$ cat src/rtl/spi_responder.sv
// spi_responder: SPI target (CPHA=0) oversampled in the CLK domain. Decodes a
// byte command protocol (0x02 write, 0x03 read, optional 0x9F ID) and bridges
// it onto a byte-wide local register bus with one-CLK WE/RD strobes.
// Optional feature macro: SPI_RESP_ID_EN enables the 0x9F ID command.
`timescale 1ns/1ps
module spi_responder #(
  parameter bit         CPOL  = 1'b0,
  parameter logic [7:0] ID_HI = 8'hC5,
  parameter logic [7:0] ID_LO = 8'h01
) (
  input  logic       CLK,
  input  logic       nRESET,
  input  logic       SCK,
  input  logic       MOSI,
  input  logic       nSS,
  output logic       MISO,
  output logic       MISO_OE,
  output logic [7:0] ADDR,
  output logic [7:0] WDATA,
  output logic       WE,
  output logic       RD,
  input  logic [7:0] RDATA
);

  typedef enum logic [2:0] {
    IDLE, CMD, WADDR, RADDR, WDAT, RDAT, ID, IGNORE
  } state_t;

  state_t state, state_next;

  // Synchroniser stages: _p0 first flop, _p1 synced, _p2 previous synced SCK
  logic sck_p0, sck_p1, sck_p2;
  logic mosi_p0, mosi_p1;
  logic nss_p0, nss_p1;

  logic       sel;
  logic       lead, trail;
  logic       active;
  logic       byte_done;
  logic [2:0] cnt;
  logic [6:0] rx;
  logic [7:0] rx_byte;
  logic [7:0] tx;
  logic       armed;
  logic       rd_pend;
  logic       id_second;
  logic       we_next, rd_next;

  // Two-flop synchronisers on the SPI pins plus one delay for SCK edge detect
  always_ff @(posedge CLK) begin
    sck_p0  <= SCK;
    sck_p1  <= sck_p0;
    sck_p2  <= sck_p1;
    mosi_p0 <= MOSI;
    mosi_p1 <= mosi_p0;
    nss_p0  <= nSS;
    nss_p1  <= nss_p0;
  end

  assign sel       = ~nss_p1;
  assign lead      = CPOL ? (~sck_p1 & sck_p2) : (sck_p1 & ~sck_p2);
  assign trail     = CPOL ? (sck_p1 & ~sck_p2) : (~sck_p1 & sck_p2);
  assign active    = (state != IDLE);
  // A byte completing in the same CLK that nSS rises still counts as complete
  assign byte_done = active && lead && (cnt == 3'd7);
  assign rx_byte   = {rx, mosi_p1};

  // State register
  always_ff @(posedge CLK) begin
    if (!nRESET) state <= IDLE;
    else         state <= state_next;
  end

  // Next-state decode and strobe generation
  always_comb begin
    state_next = state;
    we_next    = 1'b0;
    rd_next    = 1'b0;
    case (state)
      // Entering a frame is only legal once nSS has been seen high since reset
      IDLE: if (sel) state_next = armed ? CMD : IGNORE;
      CMD: begin
        if (byte_done) begin
          case (rx_byte)
            8'h02:   state_next = WADDR;
            8'h03:   state_next = RADDR;
`ifdef SPI_RESP_ID_EN
            8'h9F:   state_next = ID;
`endif
            default: state_next = IGNORE;
          endcase
        end
      end
      WADDR: if (byte_done) state_next = WDAT;
      RADDR: begin
        if (byte_done) begin
          state_next = RDAT;
          rd_next    = 1'b1;
        end
      end
      WDAT:    we_next = byte_done;
      default: state_next = state;
    endcase
    // Prefetch for the next read byte, one CLK after the address bump
    if (rd_pend && sel) rd_next = 1'b1;
    if (!sel) state_next = IDLE;
  end

  // Bit counter, framing flags and bus strobes
  always_ff @(posedge CLK) begin
    if (!nRESET) begin
      cnt       <= 3'd0;
      armed     <= 1'b0;
      rd_pend   <= 1'b0;
      id_second <= 1'b0;
      WE        <= 1'b0;
      RD        <= 1'b0;
      MISO_OE   <= 1'b0;
    end else begin
      if (!sel || state == IDLE) cnt <= 3'd0;
      else if (lead)             cnt <= cnt + 3'd1;
      if (!sel) armed <= 1'b1;
      rd_pend <= byte_done && (state == RDAT);
      if (state == CMD)                   id_second <= 1'b0;
      else if (byte_done && state == ID)  id_second <= 1'b1;
      WE      <= we_next;
      RD      <= rd_next;
      MISO_OE <= sel;
    end
  end

  // Local bus address and write data
  always_ff @(posedge CLK) begin
    if (!nRESET) begin
      ADDR  <= 8'h00;
      WDATA <= 8'h00;
    end else begin
      if (byte_done && (state == WADDR || state == RADDR)) ADDR <= rx_byte;
      else if (WE)                                          ADDR <= ADDR + 8'd1;
      else if (byte_done && state == RDAT)                  ADDR <= ADDR + 8'd1;
      if (byte_done && state == WDAT) WDATA <= rx_byte;
    end
  end

  // Receive shifter, sampled on leading edges
  always_ff @(posedge CLK) begin
    if (active && lead) rx <= {rx[5:0], mosi_p1};
  end

  // Transmit byte: zeros, ID bytes or prefetched read data
  always_ff @(posedge CLK) begin
    if (state == IDLE) begin
      tx <= 8'h00;
    end else if (RD) begin
      tx <= RDATA;
    end else if (byte_done) begin
      if (state_next == ID && state == CMD) tx <= ID_HI;
      else if (state == ID)                 tx <= id_second ? 8'h00 : ID_LO;
      else                                  tx <= 8'h00;
    end
  end

  // MISO: bit 7 ready at select, then next bit on each trailing edge
  always_ff @(posedge CLK) begin
    if (!nRESET)              MISO <= 1'b1;
    else if (!sel)            MISO <= 1'b1;
    else if (state == IDLE)   MISO <= ~armed;
    else if (state == IGNORE) MISO <= 1'b1;
    else if (trail)           MISO <= tx[~cnt];
  end

endmodule

$ cat config.mk
export PLATFORM = sky130hd
export DESIGN_NAME = spi_responder
export DESIGN_NICKNAME = d
export VERILOG_FILES = /design/src/rtl/spi_responder.sv
export SDC_FILE = /design/constraint.sdc
export NUM_CORES = 1
export LEC_CHECK = 0
export CAP_MARGIN = 20
export CORE_MARGIN = 10
export CORE_UTILIZATION = 51
export DETAILED_ROUTE_END_ITERATION = 10
export PLACE_DENSITY = 0.77
export SLEW_MARGIN = 30
export SYNTH_ARGS = -nofsm -noshare
export SYNTH_HDL_FRONTEND = slang
export SYNTH_SLANG_ARGS = --single-unit
$ cat constraint.sdc
create_clock -name CLK -period 3.8 [get_ports CLK]
set_input_delay 0.95 -clock CLK [delete_from_list [all_inputs] [get_ports CLK]]
set_output_delay 0.95 -clock CLK [all_outputs]
set_load 0.01 [all_outputs]
; ---- Word-level counts from Yosys, hierarchy flattened
; Index checks and enable logic that the tools add are counted.
[word_totals]
in_bits = 13
elab_cells = 84
out_inout_bits = 20
reg_bits = 51
[op_classes]
muxes = 23
n_eq_ne = 11
addsub = 2
order_cmp = 1
bitwise = 8
reduce_logical = 19
[ops]
columns = cell, n
row1 = 8-bit two-way mux, 6
row2 = 3-bit == test (second input constant), 6
row3 = 8-bit by 2-bit == test with 1-bit output (second input constant), 2
row4 = 3-bit two-way mux, 5
row5 = 3-bit one-hot mux with 4 select lines, 1
row6 = 1-bit two-way mux, 9
row7 = 3-bit nonzero test, 3
row8 = 8-bit by 1-bit adder with 8-bit output (second input constant), 1
row9 = 1-bit logical AND, 8
row10 = 3-bit by 2-bit == test with 1-bit output (second input constant), 2
row11 = 3-bit one-hot mux with 2 select lines, 1
row12 = 2-bit OR reduction, 3
row13 = 1-bit NOT, 5
row14 = 3-bit by 4-bit < comparator with 1-bit output (second input constant), 1
row15 = 3-bit by 1-bit adder with 3-bit output (second input constant), 1
row16 = 1-bit binary-select mux with 3-bit select, 1
row17 = 3-bit by 1-bit == test with 1-bit output (second input constant), 1
row18 = 3-bit zero test, 1
row19 = 3-bit NOT, 1
row20 = 1-bit AND, 2
row21 = 1-bit logical OR, 2
row22 = 2-bit AND reduction, 1
row23 = 2-bit nonzero test, 1

; ---- Logic depth before layout (Yosys ltp)
; Gate-level depths: netlist of the first run.
[logic_depth]
ltp_word = 12
ltp_mapped = 8
ltp_nobuf = 6

; ---- Worst setup path after synthesis of the first run
; OpenSTA, ideal clock, no wires.
[synth_path]
path_type = register to register
startpoint = reg cnt[1]
endpoint = reg ADDR[6]
t_arrival_ps = 1719
t_required_ps = 3726
setup_slack_ps = 2007
stages_incl_launch_ff = 8
setup_time_ps = 74
cell_sequence = dfxtp_1 ha_1 ha_1 and3b_1 buf_4 a31oi_4 or4_1 a31oi_1
[synth_via]
elab_chain_cells = 4
[synth_rtl]
columns = element, line_no
row1 = "start, declared", 40  ; logic [2:0] cnt;
row2 = "start signal, assigned", 121  ; else if (lead) cnt <= cnt + 3'd1;
row3 = 3-bit == test *, 65  ; assign byte_done = active && lead && (cnt == 3'd7);
row4 = 1-bit logical AND *, 65
row5 = 1-bit logical AND (on tied branches), "140, 138"
row6 = 3-bit nonzero test (no line) or 8-bit two-way mux (tied branches), n/a
row7 = "end signal, assigned", 138  ; if (byte_done && (state == WADDR || state == RADDR)) ADDR <= rx_byte;
row8 = "end signal, assigned", 139  ; else if (WE) ADDR <= ADDR + 8'd1;
row9 = "end signal, assigned", 140  ; else if (byte_done && state == RDAT) ADDR <= ADDR + 8'd1;
row10 = "end, declared", 18  ; output logic [7:0] ADDR,
; Mark *: on every way between the ends. The rest lies on a longest branch, timed or not.
; A chain may end at the register's enable or synchronous reset.

; ---- Final worst setup path of the first run
[layout_path]
startpoint = reg RD
endpoint = out RD
[layout_lines]
columns = element, line_no
row1 = "start, declared", 21  ; output logic RD,
row2 = "start signal, assigned", 127  ; RD <= rd_next;
; No word-level cell between the ends.

==> metrics, run 1 <==
# rows 22; Layout Skew 0.00425 ns; met1 wire length 2050 um; full die area 6920 um2; worst-path cell chain clkdlybuf4s50_1; register area share after synthesis 53.6%; Avg Cell Area, Syn 9.89 um2; cts bufs inserted 5; Hold WC Path Type register to register; Syn Nets 222; DRC marker count from the first detailed-route iteration 181; Antenna diodes 0; minimum clock period 2.50 ns; Final setup viols 0; GPL Wtd Cong 0.787; DRT Wirelength 4040 um; overall global routing resource usage 11.6%; metal3 WL 295 um; DR pass1 iterations 4; Synth Register Bits 51; crit start category register; DR WL/cell 14.2 um; Max-slew headroom 59.9%; initial antenna violation count 0; grt total ovfl 0; CP required 2.85 ns; Place WS 1.45 ns; clk buf depth 2; Final TNS setup 0 ns; total number of vias 1533; Routed Antenna Nets 0; synth unique cells 36; slowest stage cell, crit path clkdlybuf4s50_1; Die X 83.2 um; Port Buffer Count 32; CORE AREA 3770 um2; Largest delay share family, worst path buffers and inverters; CTS resizes 0; CTS tree yes; Area Growth Syn to Fin 20.7%; Clock Tree Root clkbuf_8; max cap viols 0; Chip Height 83.2 um; vias per std cell 5.40; RSZ-0062 raised after global routing false; CP peak stage delay 0.63 ns; initial core utilization 54.0%; Clock transition at path regs 0.09 ns; status finished, final reports clean; PD cells 375 nW/um2; synth warn 0; endpoint class of the critical path primary output; Post-CTS Setup Bufs 0; layout cell share with drive strength beyond 1 4.66%; critical path class register to primary output; leakage 0.914 nW; FMAX 400 MHz; Worst-Margin Slew 0.600 ns; EDFF count, synth 7; Max FO, Critical Path 17; critical path arrival 1.55 ns; period utilization 65.8%; Post-DP HPWL 2890 um; Post-Syn Area 2040 um2; cts hold-fix bufs 0; top routing layer used met4; CP Buf/Inv Count 1; I/O pin count 33; Residual DRC 0; clk sink count 51; H-Tree Depth 2; worst vdd ir 0.236 mV; async set-reset flop share out of synthesis 0%; Fin. Hold Viols 0; ys flop type dfxtp_1; first-pass GRT wire length 6760 um; Mapped Cells 206; vias in the first global route 1343; largest net degree at the start of global routing 18; Nets 251; PnR worst setup slack 1.30 ns; WL met2 1620 um; fin. max-slew vios 0; fillers 318; worst skew pair latency 0.30 ns
-- cell families (layout without fill, tap and decap cells) --
family | Yosys count | count (layout) | synth area share, %
compound gates | 45 | 45 | 13.4
xor+xnor | 2 | 2 | 0.860
fa+ha+maj | 3 | 3 | 1.84
buf+inv | 17 | 47 | 3.68
flops | 51 | 51 | 53.6
mux | 14 | 14 | 7.49
simple gates | 74 | 74 | 19.2
-- Yosys cell counts, types with 2 or more instances --
cell type  number  area [um2]
nor2_1         22        82.6
buf_4           2        15.0
nor2b_1         4        25.0
a21oi_1        13        65.1
o31ai_1         2        15.0
a211oi_1        2        15.0
nor3_1          2        10.0
inv_1           6        22.5
o21ai_0        16        80.1
buf_2           3        15.0
ha_1            3        37.5
nand2b_1        2        12.5
xor2_1          2        17.5
or3_1           6        37.5
nor4_1          2        12.5
mux2i_1        13         130
edfxtp_1        7         210
dfxtp_1        44         881
nand3_1         5        25.0
a31oi_1         7        43.8
nand3b_1       10        75.1
clkbuf_1        6        22.5
and3_1          2        12.5
nand2_1        13        48.8
-- layout by cell type (no fill, tap or decap), types with 3 or more instances in the layout --
cell             instances
dfxtp_1                 44
clkdlybuf4s50_1         32
nor2_1                  22
o21ai_0                 16
mux2i_1                 13
nand2_1                 13
a21oi_1                 13
nand3b_1                10
a31oi_1                  7
edfxtp_1                 7
inv_1                    6
or3_1                    6
nand3_1                  5
clkbuf_8                 5
nor2b_1                  4
ha_1                     3
-- flip-flops by register name, indices dropped and copies added (netlist names), 3 cells and up --
register  count
state         3
rx            7
cnt           3
tx            8
ADDR          8
WDATA         8
-- layer usage --
| metal | vias up | GRT usage, % |
|---|---|---|
| met5 | - | 0 |
| met4 | 0 | 5.38 |
| met3 | 6 | 5.18 |
| met2 | 42 | 14.5 |
| met1 | 692 | 16.1 |
| li1 | 793 | - |
-- per-stage QoR --
stage | area (um2) | total power [mW] | hold WS, ns | cells | utilization (%)
2_1_floorplan | 2040 | 0.607 | 0.310 | 206 | -
3_3_place_gp | 2370 | 0.631 | 0.310 | 276 | 62.9
3_5_place_dp | 2370 | 0.631 | 0.315 | 276 | 62.9
4_1_cts | 2460 | 0.931 | 0.336 | 284 | 65.2
5_1_grt | 2460 | 0.958 | 0.339 | 284 | 65.2
6_report | 2460 | 0.923 | 0.333 | 284 | 65.2
-- final timing paths --
kind          start      end  slack, ns  cells past startpoint
max              RD       RD       1.30                      1
min          sck_p0   sck_p1       0.33                      0
max reg2reg  cnt[1]  ADDR[3]       1.63                      6
min reg2reg  sck_p0   sck_p1       0.33                      0
-- report_power, final --
| part | leakage (nW) | internal, mW | switching [mW] |
|---|---|---|---|
| registers | 0.422 | 0.557 | 0.0122 |
| clock network | 0.0452 | 0.130 | 0.173 |
| logic | 0.447 | 0.0252 | 0.0247 |
-- area by class of cell --
class / instances / area [um2] / share of cell area, %
well taps: 48 / 60.1 / 2.44
repair buffers: 33 / 328 / 13.3
flip-flops and latches: 51 / 1090 / 44.4
inverters: 6 / 22.5 / 0.916
clock inverters: 2 / 13.8 / 0.560
multi-input cells: 138 / 871 / 35.4
clock buffers: 6 / 72.6 / 2.95
(Power assumes the default switching activity.)
==> inputs of run 2 (changes only) <==
==> constraint.sdc (replaced) <==
create_clock -name CLK -period 2.4 [get_ports CLK]
set_input_delay 0.6 -clock CLK [delete_from_list [all_inputs] [get_ports CLK]]
set_output_delay 0.6 -clock CLK [all_outputs]
set_load 0.01 [all_outputs]
==> run 2 against run 1 <==
Effect of this change: hold slack got worse by 0.0013 ns; cell count up 1.1%; die area unchanged; via count up 3.2%; design area grew 2.8%; combinational power is 64% higher; clock skew grew 0.0043 ns; first-iteration DRC count shrank 9.9%.
==> metrics, run 2 (synthesis gave the netlist of run 1 again) <==
Layout Cells excl Fill 287; worst vdd ir 0.542 mV; most common cell after layout, fill and taps aside dfxtp_1; grt total ovfl 0; post-route cell area 2530 um2; clk buf depth 2; combinational share of power 4.9%; Largest regs ADDR: 8 flops, WDATA: 8 flops, tx: 8 flops; total number of vias 1582; critical path class register to register; layout cell share with drive strength beyond 1 5.86%; Layout Skew 0.00854 ns; Clk network pwr share 41.1%; Core Util, Final 67.0%; Routed Antenna Nets 0; R2R Setup Slk 0.25 ns; Worst Hold Depth 0; Final TNS setup 0 ns; Post-DP HPWL 3050 um; Pwr Total 1.67 mW; CP required 2.64 ns; crit start category register; Max FO, Critical Path 14; leakage 0.948 nW; Inst Count DP 279; H-Tree Depth 2; PD cells 660 nW/um2; Chip Height 83.2 um; Psw 0.331 mW; DR pass1 iterations 4; largest net degree at the start of global routing 17; worst-path cell chain ha_1 > ha_1 > and3b_1 > a31oi_4 > or4_1 > a31oi_1; Internal Pwr Total 1.34 mW; Port Buffer Count 32; cts hold-fix bufs 0; Residual DRC 0; worst skew pair latency 0.31 ns; # rows 22; full die area 6920 um2; Hold WC Path Type register to register; initial core utilization 54.0%; overall global routing resource usage 12.5%; Place WS 0.320 ns; FMAX 466 MHz; GPL Wtd Cong 0.804; Fin. Hold Viols 0; slowest stage cell, crit path or4_1; DR WL/cell 15.3 um; dpl cell area 2390 um2; CORE AREA 3770 um2; Antenna diodes 0; fin. max-slew vios 0; sw frac 19.8%; status finished, final reports clean; CTS resizes 0; cts bufs inserted 5; Worst-Margin Slew 0.575 ns; initial antenna violation count 0; DRC marker count from the first detailed-route iteration 163; Nets 254; Seq pwr share 54.0%; PnR worst setup slack 0.253 ns; Max-slew headroom 61.5%; WHS 0.331 ns; R2R cell count 6; Die X 83.2 um; Clock Tree Root clkbuf_8; DRT Wirelength 4390 um; endpoint class of the critical path register; max cap viols 0; Area Growth Syn to Fin 24.1%; vias in the first global route 1511; first-pass GRT wire length 7240 um; Post-CTS Setup Bufs 0; minimum clock period 2.15 ns; Final setup viols 0; Worst path most repeated cell ha_1; period utilization 89.5%; CTS tree yes; RSZ-0062 raised after global routing false; vias per std cell 5.51; Clock transition at path regs 0.09 ns; I/O pin count 33; critical path arrival 2.39 ns; CP peak stage delay 0.54 ns; clk sink count 51; most frequent cells in the layout 44 x dfxtp_1, 32 x clkdlybuf4s50_1, 22 x nor2_1, 16 x o21ai_0
==> run 2: changes by cell type in the layout (fill, tap and decap cells not counted) <==
cell | previous run | this run
clkinv_2 | 1 | 0
bufinv_16 | 0 | 2
buf_4 | 1 | 4
clkinv_4 | 1 | 0
==> run 2: layout make-up <==
type | count | area (um2)
Sequential cell | 51 | 1090
Tap cell | 48 | 60.1
Clock buffer | 6 | 72.6
Inverter | 6 | 22.5
Clock inverter | 2 | 60.1
Fill cell | 296 | 1240
Timing Repair Buffer | 36 | 350
Multi-Input combinational cell | 138 | 871
==> run 2: final timing paths <==
path                             start       to
worst max-delay path            cnt[1]  ADDR[6]
worst min-delay path            sck_p0   sck_p1
worst max register to register  cnt[1]  ADDR[6]
worst min register to register  sck_p0   sck_p1
==> run 2: worst max-delay path, delay by kind of cell, from the launching register on <==
| family | cells | cell delay, ns |
|---|---|---|
| AOI/OAI and AO/OA | 2 | 0.37 |
| adders and majority gates | 2 | 0.38 |
| DFF | 1 | 0.47 |
| and+or+nand+nor | 2 | 0.87 |
==> run 2: per-layer routing <==
layer  vias to the layer above  global-route usage (%)  routed length (um)
li1                        802                       -                   -
met1                       721                    16.1                2060
met2                        51                    17.7                1940
met3                         8                    4.00                 304
met4                         0                    7.54                  86
met5                         -                       0                   0
==> run 2: power groups by stage <==
stage               clock network [mW]  registers, mW  logic, mW
finish                           0.686          0.902     0.0815
CTS                              0.698          0.902     0.0801
detailed placement                   0          0.922     0.0792
global route                     0.720          0.906     0.0881
global placement                     0          0.920     0.0791
floorplan                            0          0.911     0.0495
